**config.mk**
```make
export PLATFORM = sky130hd
export DESIGN_NAME = hazard_controller
export DESIGN_NICKNAME = d
export VERILOG_FILES = /design/src/rtl/hazard_controller.sv
export SDC_FILE = /design/constraint.sdc
export NUM_CORES = 1
export LEC_CHECK = 0
export ABC_AREA = 1
export BUFFER_PORTS_ARGS = -buffer_cell sky130_fd_sc_hd__buf_4
export CORE_MARGIN = 2
export CORE_UTILIZATION = 40
export DETAILED_ROUTE_END_ITERATION = 8
export GPL_TIMING_DRIVEN = 0
export SLEW_MARGIN = 10
export SYNTH_ARGS = -nofsm -noshare
export SYNTH_HDL_FRONTEND = slang
export SYNTH_SLANG_ARGS = --single-unit
```
**constraint.sdc**
```tcl
create_clock -name clk -period 3.7 [get_ports clk]
set_input_delay 0.185 -clock clk [delete_from_list [all_inputs] [get_ports clk]]
set_output_delay 0.185 -clock clk [all_outputs]
set_load 0.05 [all_outputs]
```
**src/rtl/hazard_controller.sv**
```systemverilog
// Hazard and stall controller for the 5-stage core: operand forwarding, load-use and
// control-hazard handling, data-memory wait freeze, and debug event counters.
module hazard_controller #(
    parameter int CNT_W   = 16,
    parameter int TIMEOUT = 64
) (
    input  logic             clk,
    input  logic             rst,
    input  logic [4:0]       Rs1_D,
    input  logic [4:0]       Rs2_D,
    input  logic [4:0]       Rs1_E,
    input  logic [4:0]       Rs2_E,
    input  logic [4:0]       RD_E,
    input  logic [4:0]       RD_M,
    input  logic [4:0]       RD_W,
    input  logic             ResultSrcE,
    input  logic             RegWriteM,
    input  logic             RegWriteW,
    input  logic             PCSrcE,
    input  logic             MemReqM,
    input  logic             MemReadyM,
    output logic [1:0]       ForwardA_E,
    output logic [1:0]       ForwardB_E,
    output logic             StallF,
    output logic             StallD,
    output logic             StallE,
    output logic             StallM,
    output logic             FlushD,
    output logic             FlushE,
    output logic             FlushW,
    output logic             mem_timeout,
    output logic [CNT_W-1:0] stall_cnt,
    output logic [CNT_W-1:0] flush_cnt
);

    localparam int                WAIT_W    = $clog2(TIMEOUT + 1);
    localparam logic [WAIT_W-1:0] WAIT_LAST = WAIT_W'(TIMEOUT - 1);
    localparam logic [WAIT_W-1:0] WAIT_MAX  = WAIT_W'(TIMEOUT);

    typedef enum logic {
        RUN,
        MEM_WAIT
    } state_t;

    state_t            state;
    state_t            state_next;
    logic              freeze;
    logic              load_use;
    logic              branch_flush;
    logic [WAIT_W-1:0] wait_cnt;

    // M-stage result is younger than W-stage, so it takes priority; x0 never forwards.
    function automatic logic [1:0] fwd_sel(
        input logic [4:0] src,
        input logic [4:0] rd_m,
        input logic       we_m,
        input logic [4:0] rd_w,
        input logic       we_w
    );
        if (we_m && rd_m != 5'd0 && rd_m == src)      return 2'b01;
        else if (we_w && rd_w != 5'd0 && rd_w == src) return 2'b10;
        else                                           return 2'b00;
    endfunction

    // NOTE: every signal assigned in an always_comb gets a default first, so no path leaves it unassigned and no latch is inferred.
    always_comb begin
        state_next = state;
        freeze     = 1'b0;
        unique case (state)
            RUN: begin
                if (MemReqM && !MemReadyM) begin
                    freeze     = 1'b1;
                    state_next = MEM_WAIT;
                end
            end
            MEM_WAIT: begin
                if (MemReadyM) state_next = RUN;
                else           freeze     = 1'b1;
            end
            default: state_next = RUN;
        endcase
    end

    // Hazards held in E during a freeze act in the first cycle the memory is ready.
    always_comb begin
        load_use     = 1'b0;
        branch_flush = 1'b0;
        if (!freeze) begin
            load_use     = ResultSrcE && RD_E != 5'd0 && (RD_E == Rs1_D || RD_E == Rs2_D);
            branch_flush = PCSrcE;
        end
    end

    always_comb begin
        ForwardA_E = 2'b00;
        ForwardB_E = 2'b00;
        StallF     = 1'b0;
        StallD     = 1'b0;
        StallE     = 1'b0;
        StallM     = 1'b0;
        FlushD     = 1'b0;
        FlushE     = 1'b0;
        FlushW     = 1'b0;
        if (rst) begin
            ForwardA_E = fwd_sel(Rs1_E, RD_M, RegWriteM, RD_W, RegWriteW);
            ForwardB_E = fwd_sel(Rs2_E, RD_M, RegWriteM, RD_W, RegWriteW);
            // A taken branch discards the decode instruction, so a load-use stall is moot.
            StallF     = freeze || (load_use && !branch_flush);
            StallD     = freeze || (load_use && !branch_flush);
            StallE     = freeze;
            StallM     = freeze;
            FlushD     = branch_flush;
            FlushE     = branch_flush || load_use;
            FlushW     = freeze;
        end
    end

    // NOTE: sequential state uses non-blocking assignments so every register samples pre-edge values.
    always_ff @(posedge clk or negedge rst) begin
        if (!rst) begin
            state       <= RUN;
            wait_cnt    <= '0;
            mem_timeout <= 1'b0;
            stall_cnt   <= '0;
            flush_cnt   <= '0;
        end else begin
            state <= state_next;
            if (freeze) begin
                if (wait_cnt != WAIT_MAX)  wait_cnt    <= wait_cnt + WAIT_W'(1);
                if (wait_cnt == WAIT_LAST) mem_timeout <= 1'b1;
            end else begin
                wait_cnt <= '0;
            end
            if (StallF && stall_cnt != '1) stall_cnt <= stall_cnt + CNT_W'(1);
            if (branch_flush && flush_cnt != '1) flush_cnt <= flush_cnt + CNT_W'(1);
        end
    end

endmodule

```
After elaboration in Yosys (flattened, before gate mapping) --
Cells that the tools add are included.
Word-level totals: register bits 41, bits of input ports 43, output and inout bits 44, word-level logic and storage cells 58
Operators by class: add/subtract/negate cells 3, equal/unequal tests 11, muxes and demuxes 17, bitwise gates (word level) 1, reduce and logical (&&, ||, !) cells 21
Operator list (number):
- adder 16 x 1 -> 16 bit (second input constant) | 2
- != test 16 bit (second input constant) | 2
- == test 5 bit | 6
- nonzero test 5 bit | 3
- two-way mux 7 bit | 2
- logical AND 1 bit | 12
- two-way mux 2 bit | 6
- two-way mux 1 bit | 8
- adder 7 x 1 -> 7 bit (second input constant) | 1
- == test 7 x 6 -> 1 bit (second input constant) | 1
- != test 7 bit (second input constant) | 1
- logical OR 1 bit | 3
- logical NOT 1 bit | 2
- != test 2 x 1 -> 1 bit (second input constant) | 1
- case mux 1 bit (2 select lines) | 1
- AND reduction 2 bit | 1
- NOT 1 bit | 1

Depth between registers and ports, before layout --
Gate-level depths: netlist (run 1).
depth in word-level cells 10, mapped depth 12, gate-level depth less buffers 11

Worst setup path after synthesis (run 1) --
OpenSTA, ideal clock, no wires.
kind reg2out, start point register state, end point output StallF, arrival 2.070 ns, required time 3.515 ns, path slack 1.445 ns, stages on the path, launching flop included 9, buffers on the path 2, cells stage by stage dfrtp_1 -> nor2_1 -> nor2_2 -> inv_2 -> nor2_1 -> inv_1 -> nand2_2 -> buf_6 -> buf_4
On the way: word-level cells in the longest chain between the ends 7, elaborated cells on any way between the ends 8, classes of those cells mux: 4; bitwise: 1; reduce/logical: 3
Ends and longest elaborated chain:
- start, declared | line 45 | state_t state;
- start signal, assigned | line 127 | state <= state_next;
- NOT 1 bit
- case mux 1 bit (2 select lines) (*) | line 69 | unique case (state)
- named net freeze | line 47 | logic freeze;
- two-way mux 1 bit | line 88 | if (!freeze) begin
- logical NOT 1 bit
- logical AND 1 bit
- logical OR 1 bit (*)
- two-way mux 1 bit (*)
- end, declared | line 24 | output logic StallF,
The timed path passes the listed nets; every way through them passes the cells marked *.

Worst setup path after layout (run 1) --
start point input rst, end point output StallF
On the way: word-level cells in the longest chain between the ends 1
Ends and longest elaborated chain:
- start, declared | line 8 | input logic rst,
- two-way mux 1 bit | line 104 | if (rst) begin
No other way between the ends.

==> results.json, run 1 <==
{
  "p_switching_mw": 0.5743,
  "synth.distinct_cells": 28,
  "synth_top_area_frac": 0.3659,
  "end_kind": "output port",
  "rsz0062_at_grt": "no",
  "num_rows": 30,
  "synth_area_leaders": "dfrtp_1 37%, nand2_1 15%, xor2_1 7.5%, nand3_1 7.0%, xnor2_1 6.6%",
  "ir_drop_mv": 0.3071,
  "critPathTopFamily": "buffers and inverters",
  "hold_path_class": "in -> reg",
  "seq_area_frac_synth": 0.3659,
  "tightest_slew_ps": 533.0,
  "clock_power_share": 0.202,
  "seq_power_share": 0.412,
  "outcome": "completed",
  "clock_skew_ps": 9.239,
  "cp_max_fo": 42,
  "dp_hpwl_um": 5252,
  "grt_pass1_wl_um": 11080,
  "die_x_um": 87.73,
  "path_common_cell": "buf_4",
  "cp.required_ps": 3510,
  "clk_latency_ps": 290,
  "cts_max_level": 2,
  "via_per_inst": 4.639,
  "wirelength_um": 6636,
  "die_area_um2": 7696,
  "max_stage_delay_ps": 530,
  "detail-route-antenna-nets": 0,
  "combPwrFrac": 0.385,
  "fin_setup_tns_ps": 0,
  "drtIter0Drc": 91,
  "ctsRootBufferMaster": "clkbuf_8",
  "synthCells": 385,
  "io_pins": 87,
  "cts_buffers": 5,
  "cell_internal_pwr_mw": 0.8257,
  "avgSynthCellArea_um2": 7.283,
  "antenna_found_initial": 0,
  "synth_area_um2": 2804,
  "swShare": 0.4102,
  "grt_pass1_vias": 2499,
  "worst_ep_arrival_time_ps": 2430,
  "synth_edf_count": 0,
  "yosysMostFrequentCell": "nand2_1",
  "initial_utilization": 0.4127,
  "ff2ff_path_depth": 9,
  "coreArea_um2": 6794,
  "yosys-top-cells-count": "111 x nand2_1, 45 x inv_1, 41 x dfrtp_1",
  "post_drt_wl_per_cell_um": 11.52,
  "async_flop_share": 1.000,
  "antenna_cells": 0,
  "drv_cap": 0,
  "r2r-end": "stall_cnt[7]",
  "cp_num_cells": 9,
  "drc_errors": 0,
  "gp_congestion": 0.7961,
  "cp_slowest_cell": "dlygate4sd3_1",
  "report.final.slew_viol_count": 0,
  "hold_viol": 0,
  "setup_violations": 0,
  "r2r-start": "stall_cnt[0]",
  "post-route-period-util": 0.7054,
  "final_layout_size_suffix_gt1_frac": 0.2417,
  "synthToLayoutAreaGrowth_pct": 30.52,
  "crit_chain": "dlygate4sd3_1 -> buf_4 -> inv_1 -> nor2_1 -> inv_1 -> nand2_2 -> buf_6 -> buf_4 -> buf_4",
  "clk_pin_slew_ps": 70,
  "grt_max_degree": 43,
  "pwr_density_cell_nw_per_um2": 382.5,
  "yosys.area.top_type": "dfrtp_1",
  "n_fill_cell": 672,
  "worstSetupPathType": "in -> out",
  "path_buf_inv": 7,
  "max_freq_mhz": 383.1,
  "fin_total_pwr_mw": 1.400,
  "postCtsSetupBuffers": 0,
  "synth-main-ff-cell": "dfrtp_1",
  "grtUsageTotal": 0.1797,
  "nets": 526,
  "ys_ff_latch": 41,
  "clockBufferDepth": 2,
  "die_h_um": 87.73,
  "p_leak_nw": 1.901,
  "port_buffers": 86,
  "vias": 2672,
  "first_pass_iters": 4,
  "startpoint": "rst",
  "critPathLaunchType": "input port",
  "clock-sinks": 41,
  "gr-total-overflow": 0,
  "r2r_slack_ps": 1890,
  "synth_nets": 432,
  "endpoint": "StallF",
  "relSlewSlack": 0.6447,
  "ys_warn_count": 0,
  "cts.repair.resized": 0,
  "cts_tree": "built",
  "fin_crit_ps": 2610
}
## cells in the final DEF (no fill, tap or decap), drive strengths merged
cell,instances
nor4,2
inv,48
ha,4
buf,94
o21ai,7
nand3,40
nor3,15
or3,1
dlygate4sd3,1
nand2,113
nand4,3
or2,3
a21oi,7
nor2,46
clkbuf,8
xor2,24
dfrtp,41
o41ai,1
nand3b,1
xnor2,21
## how the worst min path moves through the flow
stage	from	end	slack (ps)	depth (start not counted)
finish	MemReadyM	state	110	2
global route	MemReadyM	state	110	2
CTS	MemReadyM	state	100	2
detailed placement	rst	stall_cnt[1]	210	1
global placement	rst	stall_cnt[2]	210	1
floorplan	rst	flush_cnt[0]	-110	0
## cell type report
cell class	instances	area (um^2)	area share
tap	96	120.1	0.03282
clock buffer	8	80.08	0.02188
buffer	8	75.07	0.02051
sequential	41	1026	0.2803
inverter	48	180.2	0.04923
timing repair buffer	87	655.6	0.1791
multi-input combinational	288	1523	0.4161
## layer usage
metal | vias up | part of all wire | track usage
li1 | 1384 | - | -
met1 | 1219 | 0.46 | 0.2292
met2 | 62 | 0.48 | 0.3147
met3 | 7 | 0.042 | 0.03676
met4 | 0 | 0.0092 | 0.03776
met5 | - | 0 | 0
## state kept, by name, indices dropped and copies added, names as in the netlist
register,cells
state,1
wait_cnt,7
stall_cnt,16
flush_cnt,16
mem_timeout,1
## cell families (layout without fill, tap and decap cells)
kind of cell	Yosys count	in the layout	share of synthesized area
buf+inv	56	151	0.09103
fa+ha+maj	4	4	0.01785
compound gates	15	15	0.02811
simple gates	224	224	0.3565
xor+xnor	45	45	0.1406
flops	41	41	0.3659
## power by group through the flow
stage,clock (mW),combinational (mW),sequential [mW]
finish,0.283,0.539,0.577
global route,0.318,0.585,0.586
CTS,0.296,0.544,0.577
detailed placement,0,0.543,0.586
global placement,0,0.535,0.584
floorplan,0,0.184,0.751
## repair_timing
item,CTS,global route
endpoints found under the hold margin,41,0
endpoints found under the setup margin,0,0
hold buffers,1,0
## per-stage QoR
step | utilization | hold WS, ps | instance area (um^2) | setup WS [ps] | cells
final | 0.5387 | 114.8 | 3660 | 1090 | 576
after global routing | 0.5387 | 111.3 | 3660 | 828.9 | 576
after CTS | 0.5387 | 104.2 | 3660 | 1025 | 576
after detailed placement | 0.5254 | 208.5 | 3570 | 1576 | 567
after global placement | 0.5254 | 208.4 | 3570 | 1599 | 567
after floorplan | - | -110.6 | 2804 | 1445 | 385
Power figures use the tool's default switching activity.
==> run 2, diff against run 1 <==
--- a/config.mk
+++ b/config.mk
@@ -5,12 +5,13 @@
 export SDC_FILE = /design/constraint.sdc
 export NUM_CORES = 1
 export LEC_CHECK = 0
-export ABC_AREA = 1
+export ABC_AREA = 0
 export BUFFER_PORTS_ARGS = -buffer_cell sky130_fd_sc_hd__buf_4
 export CORE_MARGIN = 2
 export CORE_UTILIZATION = 40
 export DETAILED_ROUTE_END_ITERATION = 8
 export GPL_TIMING_DRIVEN = 0
+export PLACE_DENSITY = 0.69
 export SLEW_MARGIN = 10
 export SYNTH_ARGS = -nofsm -noshare
 export SYNTH_HDL_FRONTEND = slang
==> constraint.sdc (replaced) <==
create_clock -name clk -period 2.2 [get_ports clk]
set_input_delay 0.11 -clock clk [delete_from_list [all_inputs] [get_ports clk]]
set_output_delay 0.11 -clock clk [all_outputs]
set_load 0.05 [all_outputs]
==> results.json, run 2 <==
{
  "clk_pin_slew_ps": 70,
  "first_pass_iters": 4,
  "port_buffers": 86,
  "worstSetupPathType": "in -> out",
  "setup_violations": 0,
  "cp_max_fo": 6,
  "die_x_um": 81.11,
  "setup_ws_ps": 193.6,
  "dpl-instance-area_um2": 3131,
  "post_drt_wl_per_cell_um": 13.06,
  "critPathTopFamily": "buffers and inverters",
  "synthCells": 236,
  "gr-total-overflow": 0,
  "crit_chain": "dlygate4sd3_1 -> buf_4 -> o211ai_1 -> or4_1 -> nor4_2 -> buf_4",
  "grt_max_degree": 42,
  "ctsRootBufferMaster": "clkbuf_8",
  "grt_pass1_vias": 2028,
  "p_leak_nw": 1.553,
  "seq_area_frac_synth": 0.4314,
  "report.final.slew_viol_count": 0,
  "path_buf_inv": 3,
  "die_h_um": 81.11,
  "max_freq_mhz": 498.4,
  "synth-main-ff-cell": "dfrtp_1",
  "grt_pass1_wl_um": 8894,
  "cts_max_level": 2,
  "n_fill_cell": 540,
  "tightest_slew_ps": 585.0,
  "yosys-top-cells-count": "41 x dfrtp_1, 32 x xnor2_1, 31 x xor2_1",
  "io_pins": 87,
  "final_common_cell": "buf_4",
  "detail-route-antenna-nets": 0,
  "layout_common_cells": "91 x buf_4, 41 x dfrtp_1, 32 x xnor2_1",
  "dp_hpwl_um": 3963,
  "fin_crit_ps": 2006,
  "max_stage_delay_ps": 570,
  "cp_slowest_cell": "or4_1",
  "antenna_found_initial": 0,
  "ys_ff_latch": 41,
  "nets": 380,
  "gp_congestion": 0.7730,
  "post-route-period-util": 0.9120,
  "rsz0062_at_grt": "no",
  "synthToLayoutAreaGrowth_pct": 38.93,
  "synth_edf_count": 0,
  "pwr_density_cell_nw_per_um2": 753.5,
  "ir_drop_mv": 0.7785,
  "clock-sinks": 41,
  "wirelength_um": 5329,
  "drtIter0Drc": 54,
  "initial_utilization": 0.4090,
  "synth_area_leaders": "dfrtp_1 43%, xnor2_1 12%, xor2_1 11%, nor2_1 3.3%, nand3_1 3.2%",
  "clk_latency_ps": 300,
  "cts_tree": "built",
  "final_area_um2": 3304,
  "synth.distinct_cells": 37,
  "vias": 2048,
  "multi_input_comb_area_um2": 1321,
  "yosysMostFrequentCell": "dfrtp_1",
  "hold_path_class": "in -> reg",
  "critPathLaunchType": "input port",
  "coreArea_um2": 5816,
  "cts_buffers": 5,
  "outcome": "completed",
  "fin_setup_tns_ps": 0,
  "yosys.area.top_type": "dfrtp_1",
  "regArea_um2": 1026,
  "clockBufferDepth": 2,
  "drc_errors": 0,
  "worst_ep_arrival_time_ps": 1900,
  "synth_nets": 283,
  "end_kind": "output port",
  "synth_top_area_frac": 0.4314,
  "synth_area_um2": 2379,
  "cp.required_ps": 2090,
  "num_rows": 28,
  "avgSynthCellArea_um2": 10.08,
  "final_util": 0.5682,
  "clock_skew_ps": 9.616,
  "top_regs": "flush_cnt: 16 flops, stall_cnt: 16 flops, wait_cnt: 7 flops",
  "ys_warn_count": 0,
  "relSlewSlack": 0.6070,
  "post-place-ws_ps": -32.02,
  "via_per_inst": 5.020,
  "hold_viol": 0,
  "antenna_cells": 0,
  "async_flop_share": 1.000,
  "path_common_cell": "buf_4",
  "grtUsageTotal": 0.1706,
  "drv_cap": 0,
  "final_layout_size_suffix_gt1_frac": 0.3453,
  "die_area_um2": 6579
}
## run 2: report_power, final
part           switching (mW)  total, mW  leakage (nW)  internal, mW
Sequential              0.137      0.991         0.534         0.854
Combinational           0.580      0.914         0.965         0.334
Clock                   0.255      0.585        0.0540         0.330
Total                   0.972       2.49          1.55          1.52
## run 2: kinds of logic after synthesis
kind of cell | after synthesis | share of synthesized area
AO/OA/AOI/OAI | 11 | 0.04472
flip-flops | 41 | 0.4314
buffers and inverters | 13 | 0.02893
multiplexers | 3 | 0.01420
XOR/XNOR | 63 | 0.2320
adder cells (fa/ha/maj) | 4 | 0.02104
AND/OR/NAND/NOR | 101 | 0.2278
## run 2: layout make-up
cell class	count	area share
repair buffers	90	0.2090
plain buffers	5	0.01174
flip-flops and latches	41	0.3105
multi-input cells	182	0.3998
inverters	8	0.009087
clock inverters	2	0.01060
clock buffers	5	0.02083
well taps	75	0.02840
## run 2: tightest hold or removal path: stages
cell and delay (ps):
buf_4 80, o21bai_4 160, nor2_1 60
## run 2: repair_timing
action / CTS / global route
buffers inserted: 0 / 2
hold buffers: 2 / 0
endpoints found under the hold margin: 41 / 0
endpoints found under the setup margin: 4 / 4
gates resized for setup: 1 / 2
pin swaps: 0 / 1
gates cloned: 0 / 0
## run 2: metrics by stage
step | total power [mW] | cells | hold WS [ps]
4_1_cts | 2.511 | 406 | 187.9
5_1_grt | 2.633 | 408 | 152.8
6_report | 2.490 | 408 | 147.4
3_3_place_gp | 1.894 | 397 | 145.3
3_5_place_dp | 1.913 | 397 | 143.5
2_1_floorplan | 1.576 | 236 | -185.6
## run 2: routing by layer
layer,global-route usage,wire [um],vias to the layer above
met5,0,0,-
met4,0.05085,59,0
met3,0.04889,532,7
met2,0.2777,2406,82
met1,0.2207,2331,955
li1,-,-,1004
## run 2: final timing paths
path	end	slack, ps	depth (start not counted)	from
setup / recovery	ForwardA_E[1]	190	6	rst
hold / removal	wait_cnt[0]	150	3	MemReadyM
setup reg to reg	stall_cnt[1]	210	6	stall_cnt[7]
hold reg to reg	mem_timeout	470	2	mem_timeout
max in group asynchronous	flush_cnt[0]	1610	3	rst
min in group asynchronous	stall_cnt[3]	380	3	rst
==> run 3, diff against run 2 <==
--- a/config.mk
+++ b/config.mk
@@ -5,13 +5,13 @@
 export SDC_FILE = /design/constraint.sdc
 export NUM_CORES = 1
 export LEC_CHECK = 0
-export ABC_AREA = 0
+export ABC_AREA = 1
 export BUFFER_PORTS_ARGS = -buffer_cell sky130_fd_sc_hd__buf_4
 export CORE_MARGIN = 2
 export CORE_UTILIZATION = 40
 export DETAILED_ROUTE_END_ITERATION = 8
 export GPL_TIMING_DRIVEN = 0
-export PLACE_DENSITY = 0.69
+export PLACE_DENSITY = 0.67
 export SLEW_MARGIN = 10
 export SYNTH_ARGS = -nofsm -noshare
 export SYNTH_HDL_FRONTEND = slang
==> results.json, run 3 (synthesis results as in run 1) <==
{
  "antenna_found_initial": 0,
  "clk_latency_ps": 300,
  "cp_max_fo": 11,
  "n_fill_cell": 638,
  "critPathLaunchType": "flip-flop",
  "worstHoldStart": "MemReadyM",
  "first_pass_iters": 4,
  "relSlewSlack": 0.7734,
  "clock_skew_ps": 12.33,
  "combPwrFrac": 0.366,
  "ir_drop_mv": 0.3209,
  "die_x_um": 87.73,
  "cp.required_ps": 2090,
  "cts_tree": "built",
  "num_rows": 30,
  "end_kind": "output port",
  "die_area_um2": 7696,
  "worst_ep_arrival_time_ps": 1870,
  "r2r_slack_ps": 450,
  "cell_internal_pwr_mw": 1.506,
  "setup_violations": 0,
  "grt_max_degree": 42,
  "gp_congestion": 0.8104,
  "swShare": 0.3956,
  "max_freq_mhz": 505.5,
  "vias": 2648,
  "p_leak_nw": 1.926,
  "drtIter0Drc": 63,
  "via_per_inst": 4.589,
  "postCtsSetupBuffers": 0,
  "rsz0062_at_grt": "no",
  "grt_pass1_wl_um": 10440,
  "fin_crit_ps": 1978,
  "hold_slack_ps": 13.55,
  "fin_setup_tns_ps": 0,
  "gr-total-overflow": 0,
  "cts_max_level": 2,
  "clock_power_share": 0.246,
  "layout_common_cells": "111 x nand2_1, 91 x buf_4, 45 x inv_1",
  "pwr_density_cell_nw_per_um2": 669.8,
  "dp_hpwl_um": 5038,
  "io_pins": 87,
  "hold_viol": 0,
  "outcome": "completed",
  "clockBufferDepth": 2,
  "port_buffers": 86,
  "top_regs": "flush_cnt: 16 flops, stall_cnt: 16 flops, wait_cnt: 7 flops",
  "cts_buffers": 5,
  "clk_pin_slew_ps": 80,
  "detail-route-antenna-nets": 0,
  "min_path_cells": 2,
  "grt_pass1_vias": 2405,
  "hold_end": "state",
  "post-route-period-util": 0.8992,
  "drc_errors": 0,
  "ctsRootBufferMaster": "clkbuf_8",
  "report.final.slew_viol_count": 0,
  "drv_cap": 0,
  "final_common_cell": "nand2_1",
  "die_h_um": 87.73,
  "ff2ff_path_depth": 9,
  "initial_utilization": 0.4127,
  "antenna_cells": 0,
  "coreArea_um2": 6794,
  "grtUsageTotal": 0.1693,
  "r2r-start": "stall_cnt[0]",
  "final_layout_size_suffix_gt1_frac": 0.2495,
  "wirelength_um": 6366,
  "hold_path_class": "in -> reg",
  "nets": 527,
  "p_switching_mw": 0.9856,
  "tightest_slew_ps": 337.3,
  "clock-sinks": 41,
  "worstSetupPathType": "reg -> out",
  "r2r-end": "stall_cnt[15]",
  "post_drt_wl_per_cell_um": 11.03,
  "seq_power_share": 0.388,
  "synthToLayoutAreaGrowth_pct": 32.66
}
==> run 3: cell count changes in the layout (fill, tap and decap cells not counted), sizes merged, moves of 4 or more <==
| cell | before | now |
|---|---|---|
| or4 | 5 | 0 |
| nand3 | 15 | 40 |
| o21ai | 3 | 7 |
| a21oi | 2 | 7 |
| nand4 | 12 | 3 |
| and2 | 4 | 0 |
| nor2 | 21 | 46 |
| inv | 8 | 48 |
| xor2 | 31 | 24 |
| xnor2 | 32 | 21 |
| nand2 | 18 | 113 |
| and3 | 7 | 0 |
| nor3 | 6 | 15 |
==> run 3: power by group through the flow <==
stage                     combinational [mW]  sequential [mW]  clock [mW]
after floorplan                        0.309             1.26           0
after global placement                 0.898            0.976           0
after detailed placement               0.910            0.982           0
after CTS                              0.918            0.967       0.648
after global routing                   0.982            0.986       0.670
final                                  0.912            0.966       0.614
==> run 3: timing repair <==
| action | CTS | global route |
|---|---|---|
| setup endpoints to repair | 0 | 1 |
| gates resized for setup | 0 | 1 |
| hold buffers | 2 | 0 |
| endpoints found under the hold margin | 41 | 0 |
==> run 3: worst max path at each step <==
stage,start,endpoint,slack [ps],cells past startpoint
after detailed placement,rst,StallF,230,8
after floorplan,state,StallF,20,8
after global routing,state,StallF,100,9
after CTS,state,StallF,80,9
after global placement,rst,StallF,270,8
final,state,StallF,220,9
==> run 3: cell type report <==
| cell class | count | area (um^2) | share of cell area |
|---|---|---|---|
| multi-input combinational | 288 | 1528 | 0.4107 |
| sequential | 41 | 1026 | 0.2758 |
| timing repair buffer | 88 | 675.6 | 0.1816 |
| inverter | 48 | 180.2 | 0.04844 |
| tap | 96 | 120.1 | 0.03229 |
| buffer | 8 | 75.07 | 0.02018 |
| clock buffer | 5 | 68.82 | 0.01850 |
| clock inverter | 3 | 46.29 | 0.01245 |
==> run 3: stage by stage <==
stage          setup WS [ps]  utilization  instance area [um^2]  instances  total power, mW
3_3_place_gp           273.1       0.5254                  3570        567            1.874
4_1_cts                77.15       0.5468                  3715        577            2.533
6_report               221.8       0.5475                  3720        577            2.492
5_1_grt                101.9       0.5475                  3720        577            2.638
3_5_place_dp           231.7       0.5254                  3570        567            1.892
2_1_floorplan          19.61            -                  2804        385            1.572
==> run 3: worst max-delay path: stages, from the launching register on <==
cell	delay (ps)
dfrtp_1	340
nor2_1	60
nor2_4	200
inv_2	90
nor2_1	220
inv_1	80
nand2_2	140
buf_6	170
buf_4	110
buf_4	180
==> run 3: metal layers <==
| metal | wire length (um) | share of wire | GRT usage |
|---|---|---|---|
| met1 | 2995 | 0.47 | 0.2229 |
| met2 | 2975 | 0.47 | 0.2824 |
| met3 | 348 | 0.055 | 0.03864 |
| met4 | 46 | 0.0072 | 0.04196 |
| met5 | 0 | 0 | 0 |
